--- src/rtl/pwm_timebase_if.sv ---
// pwm_timebase_if
//   Configuration and status bundle between the register front end and the
//   PWM timebase.
//   master : drives prescale/period/sync_update and the software channel
//            settings, observes the timebase status and shadowed settings.
//   slave  : the timebase itself.
//   Signals:
//     prescale_reg, period_reg      prescale divide value, period terminal count
//     sync_update                   1 = shadow loads only at period wrap
//     enable_in, posedge_in,
//     negedge_in                    software channel settings (flat, channel n
//                                   at bits [n*APB_DWIDTH +: APB_DWIDTH])
//     period_cnt, sync_pulse,
//     period_end                    registered timebase status
//     pwm_enable_reg,
//     pwm_posedge_reg,
//     pwm_negedge_reg               shadowed channel settings
interface pwm_timebase_if #(
  parameter int PWM_NUM    = 8,
  parameter int APB_DWIDTH = 8
);
  logic [APB_DWIDTH-1:0]         prescale_reg;
  logic [APB_DWIDTH-1:0]         period_reg;
  logic                          sync_update;
  logic [PWM_NUM-1:0]            enable_in;
  logic [PWM_NUM*APB_DWIDTH-1:0] posedge_in;
  logic [PWM_NUM*APB_DWIDTH-1:0] negedge_in;

  logic [APB_DWIDTH-1:0]         period_cnt;
  logic                          sync_pulse;
  logic                          period_end;
  logic [PWM_NUM-1:0]            pwm_enable_reg;
  logic [PWM_NUM*APB_DWIDTH-1:0] pwm_posedge_reg;
  logic [PWM_NUM*APB_DWIDTH-1:0] pwm_negedge_reg;

  modport master (
    output prescale_reg, period_reg, sync_update, enable_in, posedge_in, negedge_in,
    input  period_cnt, sync_pulse, period_end,
           pwm_enable_reg, pwm_posedge_reg, pwm_negedge_reg
  );

  modport slave (
    input  prescale_reg, period_reg, sync_update, enable_in, posedge_in, negedge_in,
    output period_cnt, sync_pulse, period_end,
           pwm_enable_reg, pwm_posedge_reg, pwm_negedge_reg
  );
endinterface

--- src/rtl/pwm_timebase.sv ---
// pwm_timebase
//   Prescaled period counter for a bank of PWM channels, plus shadow
//   registers that hand the software channel settings to the PWM generator.
//   A tick (sync_pulse) occurs every prescale_reg+1 PCLK cycles; each tick
//   advances period_cnt, which wraps to 0 after reaching period_reg, so one
//   period lasts (prescale_reg+1)*(period_reg+1) cycles.
//   Ports:
//     PCLK     system clock, rising edge
//     PRESETN  asynchronous active-low reset
//     bus      pwm_timebase_if.slave (configuration in, status/shadows out)
//   Build option:
//     PWM_SHADOW_SYNC_EN  when defined, sync_update = 1 restricts shadow loads
//                         to the wrap edge; when undefined, shadows load on
//                         every edge and sync_update is ignored.
module pwm_timebase #(
  parameter int PWM_NUM    = 8,
  parameter int APB_DWIDTH = 8
) (
  input  logic           PCLK,
  input  logic           PRESETN,
  pwm_timebase_if.slave  bus
);

  logic [APB_DWIDTH-1:0]         prescale_cnt;
  logic [APB_DWIDTH-1:0]         period_cnt;
  logic                          sync_pulse;
  logic                          period_end;
  logic [PWM_NUM-1:0]            pwm_enable_reg;
  logic [PWM_NUM*APB_DWIDTH-1:0] pwm_posedge_reg;
  logic [PWM_NUM*APB_DWIDTH-1:0] pwm_negedge_reg;

  logic tick_now;
  logic wrap_now;
  logic shadow_load;

  // >= rather than == so that lowering prescale_reg/period_reg below the
  // running count forces an immediate tick/wrap instead of counting round.
  assign tick_now = (prescale_cnt >= bus.prescale_reg);
  assign wrap_now = tick_now && (period_cnt >= bus.period_reg);

`ifdef PWM_SHADOW_SYNC_EN
  assign shadow_load = !bus.sync_update || wrap_now;
`else
  logic unused_sync_update;
  assign unused_sync_update = bus.sync_update;
  assign shadow_load = 1'b1;
`endif

  always_ff @(posedge PCLK or negedge PRESETN) begin
    if (!PRESETN) begin
      prescale_cnt <= '0;
      period_cnt   <= '0;
      sync_pulse   <= 1'b0;
      period_end   <= 1'b0;
    end else if (tick_now) begin
      prescale_cnt <= '0;
      sync_pulse   <= 1'b1;
      if (wrap_now) begin
        period_cnt <= '0;
        period_end <= 1'b1;
      end else begin
        period_cnt <= period_cnt + APB_DWIDTH'(1);
        period_end <= 1'b0;
      end
    end else begin
      prescale_cnt <= prescale_cnt + APB_DWIDTH'(1);
      sync_pulse   <= 1'b0;
      period_end   <= 1'b0;
    end
  end

  // All channels and all three fields load on the same edge.
  always_ff @(posedge PCLK or negedge PRESETN) begin
    if (!PRESETN) begin
      pwm_enable_reg  <= '0;
      pwm_posedge_reg <= '0;
      pwm_negedge_reg <= '0;
    end else if (shadow_load) begin
      pwm_enable_reg  <= bus.enable_in;
      pwm_posedge_reg <= bus.posedge_in;
      pwm_negedge_reg <= bus.negedge_in;
    end
  end

  assign bus.period_cnt      = period_cnt;
  assign bus.sync_pulse      = sync_pulse;
  assign bus.period_end      = period_end;
  assign bus.pwm_enable_reg  = pwm_enable_reg;
  assign bus.pwm_posedge_reg = pwm_posedge_reg;
  assign bus.pwm_negedge_reg = pwm_negedge_reg;

endmodule

--- src/flat_wrapper.sv ---
// flat-port wrapper written by rule: the top's interface ports become plain ports
module pwm_timebase_flat 
#(
  parameter int PWM_NUM    = 8,
  parameter int APB_DWIDTH = 8
)
  (PCLK, PRESETN, bus_prescale_reg, bus_period_reg, bus_sync_update, bus_enable_in, bus_posedge_in, bus_negedge_in, bus_period_cnt, bus_sync_pulse, bus_period_end, bus_pwm_enable_reg, bus_pwm_posedge_reg, bus_pwm_negedge_reg);
  pwm_timebase_if #(.PWM_NUM(PWM_NUM), .APB_DWIDTH(APB_DWIDTH)) bus_i ();
  input  logic PCLK;
  input  logic PRESETN;
  input wire logic [$bits(bus_i.prescale_reg)-1:0] bus_prescale_reg;
  input wire logic [$bits(bus_i.period_reg)-1:0] bus_period_reg;
  input wire logic [$bits(bus_i.sync_update)-1:0] bus_sync_update;
  input wire logic [$bits(bus_i.enable_in)-1:0] bus_enable_in;
  input wire logic [$bits(bus_i.posedge_in)-1:0] bus_posedge_in;
  input wire logic [$bits(bus_i.negedge_in)-1:0] bus_negedge_in;
  output wire logic [$bits(bus_i.period_cnt)-1:0] bus_period_cnt;
  output wire logic [$bits(bus_i.sync_pulse)-1:0] bus_sync_pulse;
  output wire logic [$bits(bus_i.period_end)-1:0] bus_period_end;
  output wire logic [$bits(bus_i.pwm_enable_reg)-1:0] bus_pwm_enable_reg;
  output wire logic [$bits(bus_i.pwm_posedge_reg)-1:0] bus_pwm_posedge_reg;
  output wire logic [$bits(bus_i.pwm_negedge_reg)-1:0] bus_pwm_negedge_reg;
  assign bus_i.prescale_reg = bus_prescale_reg;
  assign bus_i.period_reg = bus_period_reg;
  assign bus_i.sync_update = bus_sync_update;
  assign bus_i.enable_in = bus_enable_in;
  assign bus_i.posedge_in = bus_posedge_in;
  assign bus_i.negedge_in = bus_negedge_in;
  assign bus_period_cnt = bus_i.period_cnt;
  assign bus_sync_pulse = bus_i.sync_pulse;
  assign bus_period_end = bus_i.period_end;
  assign bus_pwm_enable_reg = bus_i.pwm_enable_reg;
  assign bus_pwm_posedge_reg = bus_i.pwm_posedge_reg;
  assign bus_pwm_negedge_reg = bus_i.pwm_negedge_reg;
  pwm_timebase #(.PWM_NUM(PWM_NUM), .APB_DWIDTH(APB_DWIDTH)) u_core (.PCLK(PCLK), .PRESETN(PRESETN), .bus(bus_i));
endmodule
--- config.mk ---
export PLATFORM = sky130hd
export DESIGN_NAME = pwm_timebase_flat
export DESIGN_NICKNAME = d
export VERILOG_FILES = /design/src/rtl/pwm_timebase_if.sv /design/src/rtl/pwm_timebase.sv /design/src/flat_wrapper.sv
export SDC_FILE = /design/constraint.sdc
export NUM_CORES = 1
export LEC_CHECK = 0
export CAP_MARGIN = 10
export CORE_UTILIZATION = 32
export DETAILED_ROUTE_END_ITERATION = 16
export PLACE_DENSITY = 0.78
export SETUP_SLACK_MARGIN = 0.1
export SLEW_MARGIN = 0
export SYNTH_ARGS = -nofsm -noshare
export SYNTH_HDL_FRONTEND = slang
export SYNTH_SLANG_ARGS = --single-unit
--- constraint.sdc ---
create_clock -name PCLK -period 1.9 [get_ports PCLK]
set_input_delay 0.38 -clock PCLK [delete_from_list [all_inputs] [get_ports PCLK]]
set_output_delay 0.38 -clock PCLK [all_outputs]
set_load 0.005 [all_outputs]
==> results.sh <==
export IMPL_status="finished, violations left"
export IMPL_violations="setup timing"
export IMPL_required_ns=2.20
export IMPL_grt_max_degree=40
export IMPL_crit_type="reg -> reg"
export IMPL_initial_core_util_pct=33.09
export IMPL_ff2ff_path_depth=7
export IMPL_grt_usage_pct=19.88
export IMPL_highest_layer="met4"
export IMPL_powerDensity_mw_per_mm2=1010
export IMPL_hold_depth=1
export IMPL_final_core_util_pct=62.68
export IMPL_cts_buffers=17
export IMPL_routed_via_density=4.271
export IMPL_core_area_mm2=0.01399
export IMPL_die_x_um=122.3
export IMPL_fmax_mhz=514.7
export IMPL_drt_pass1_iter_count=4
export IMPL_cp_depth=7
export IMPL_synthFlopType="dfrtp_1"
export IMPL_syn_num_nets=438
export IMPL_yosysSeqAreaShare_pct=83.27
export IMPL_cts_tree="built"
export IMPL_skew_ns=0.005903
export IMPL_seq_area_mm2=0.003854
export IMPL_dr_wl_met2_um=7997
export IMPL_combPwrFrac_pct=21.5
export IMPL_yosys_top_cells_area="dfrtp_1 83%, ha_1 4.9%, inv_1 1.7%"
export IMPL_cp_max_fo=5
export IMPL_met1_length_um=5024
export IMPL_finalPower_mw=8.853
export IMPL_switching_share_pct=25.93
export IMPL_max_slew_margin_rel_pct=75.92
export IMPL_power_frac_seq_pct=41.7
export IMPL_num_antenna_cells=0
export IMPL_maxCapViolCount=0
export IMPL_ir_worst_vdd_mv=0.9113
export IMPL_fin_area_mm2=0.008768
export IMPL_cellInternalPower_mw=6.558
export IMPL_path_buf_inv=1
export IMPL_cts_root_buf="clkbuf_16"
export IMPL_clk_pin_slew_worst_paths_ns=0.07
export IMPL_grt_pass1_vias=3847
export IMPL_vias=3425
export IMPL_clock_latency_ns=0.41
export IMPL_tightest_slew_ns=0.3612
export IMPL_min_period_over_period_pct=102.2
export IMPL_synthCells=265
export IMPL_crit_chain="ha_2 -> or4_4 -> a21oi_4 -> o31ai_4 -> buf_6 -> nor2b_4 -> a22o_1"
export IMPL_hold_path_class="in -> reg"
export IMPL_max_stage_delay_ns=0.54
export IMPL_wl_met3_um=1142
export IMPL_async_flop_share_pct=100.0
export IMPL_drive_gt1_share_pct=12.70
export IMPL_gr_total_overflow=0
export IMPL_die_area_mm2=0.01495
export IMPL_place_area_mm2=0.008039
export IMPL_cp_end_kind="register"
export IMPL_worst_ep_arrival_time_ns=2.24
export IMPL_fin_crit_ns=1.943
export IMPL_leakage_nw=3.940
export IMPL_htree_levels=4
export IMPL_dpl_hpwl_um=11210
export IMPL_routed_wl_um=14440
export IMPL_holdWs_ns=0.3935
export IMPL_die_h_um=122.3
export IMPL_synth_edf_count=0
export IMPL_cts_buffer_depth=2
export IMPL_worst_setup_path_start_kind="register"
export IMPL_synth_top_area_share_pct=83.27
export IMPL_crit_slowest_cell="or4_4"
export IMPL_multi_input_area_um2=773.2
export IMPL_pin_count=301
export IMPL_ys_warn_count=0
export IMPL_rows=43
export IMPL_final_antenna_net_count=0
export IMPL_antenna_found_initial=0
export IMPL_fill_cells=1025
export IMPL_ys_seq_elements=154
export IMPL_yosysTopAreaCell="dfrtp_1"
export IMPL_gp_congestion=0.8282
export IMPL_dp_slack_ns=-0.5668
export IMPL_synth_area_mm2=0.004628
export IMPL_critPathTopFamily="simple AND/OR/NAND/NOR gates"
export IMPL_hold_violations=0
export IMPL_fin_nets=782
export IMPL_setup_ws_ns=-0.04275
export IMPL_rsz0062_at_grt="yes"
export IMPL_cts_sinks=154
export IMPL_port_buffer_count=299
export IMPL_ys_types=35
export IMPL_drc_errors=0
export IMPL_setup_viol=7
export IMPL_drt_iter0_markers=116
export IMPL_power_frac_clock_pct=36.8
export IMPL_avgSynthCellArea_um2=17.46
export IMPL_grt_pass1_wl_um=21220
export IMPL_wl_per_cell_um=18.01
export IMPL_drv_slew=0
export IMPL_p_switching_mw=2.295
export IMPL_area_growth_pct=89.46
-- worst paths after layout --
path                                                       from                                  endpoint  slack (ns)
max reg2reg                    u_core.prescale_cnt[1]$_DFF_PN0_      u_core.bus.period_cnt[2]$_DFFE_PN0P_       -0.04
min reg2reg                u_core.bus.period_cnt[0]$_DFFE_PN0P_      u_core.bus.period_cnt[0]$_DFFE_PN0P_        0.57
min                                          bus_posedge_in[36]  u_core.bus.pwm_posedge_reg[36]$_DFF_PN0_        0.39
max in group asynchronous                               PRESETN  u_core.bus.pwm_posedge_reg[23]$_DFF_PN0_        0.89
max                            u_core.prescale_cnt[1]$_DFF_PN0_      u_core.bus.period_cnt[2]$_DFFE_PN0P_       -0.04
min in group asynchronous                               PRESETN  u_core.bus.pwm_negedge_reg[60]$_DFF_PN0_        0.44
-- cells in the final DEF (no fill, tap or decap), types with 5 or more instances in the layout --
cell,count
nand3_1,8
dlygate4sd2_1,10
clkdlybuf4s50_1,286
nor2_1,6
inv_1,19
buf_4,17
xor2_1,5
inv_6,5
clkbuf_16,17
ha_1,14
dfrtp_1,154
buf_6,8
-- metrics by stage --
stage	std cells	setup TNS [ns]
CTS	801	-0.2745
detailed placement	763	-8.051
finish	802	-0.1983
global route	802	-0.6012
global placement	763	-7.690
floorplan	265	0
-- cell families after synthesis --
kind of cell	Yosys count	synth area share [%]
DFF	154	83.27
and+or+nand+nor	37	4.244
AOI/OAI and AO/OA	25	3.974
buffers and inverters	23	2.055
adders and majority gates	18	4.866
xor gates and xnor gates	6	1.135
muxes	2	0.4596
-- per-layer routing --
metal	global-route usage, %	vias to the layer above
li1	-	1557
met1	20.92	1691
met2	34.97	159
met3	7.946	18
met4	8.460	0
met5	0	-
-- Yosys cell counts (2+ instances only) --
library cell	number
nand3_1	9
a21oi_1	2
nor2_1	12
xor2_1	5
o31ai_1	2
nand2_1	3
o21ai_0	4
a211oi_1	2
nor2b_1	2
a21o_1	3
a22o_1	4
ha_1	18
and3_1	4
dfrtp_1	154
inv_1	21
-- power groups by stage --
stage               Combinational, mW  Clock, mW  Sequential, mW
finish                           1.90       3.26            3.69
global route                     2.07       3.49            3.72
CTS                              1.83       3.34            3.69
detailed placement               1.70          0            3.74
global placement                 1.63          0            3.73
floorplan                       0.493          0            3.79
-- timing repair --
action / CTS / global route
cloned: 1 / 0
buffers inserted: 4 / 1
setup endpoints to repair: 26 / 18
hold buffers: 1 / 0
pin swaps: 6 / 6
gates resized for setup: 29 / 10
endpoints found under the hold margin: 32 / 0
-- cell type report --
type | instances | area share [%]
repair buffers | 327 | 37.21
flip-flops and latches | 154 | 43.95
multi-input cells | 88 | 8.818
clock inverters | 13 | 1.498
inverters | 21 | 0.8990
clock buffers | 19 | 5.051
well taps | 180 | 2.568
Note: power is estimated with default switching activity, not from simulation.
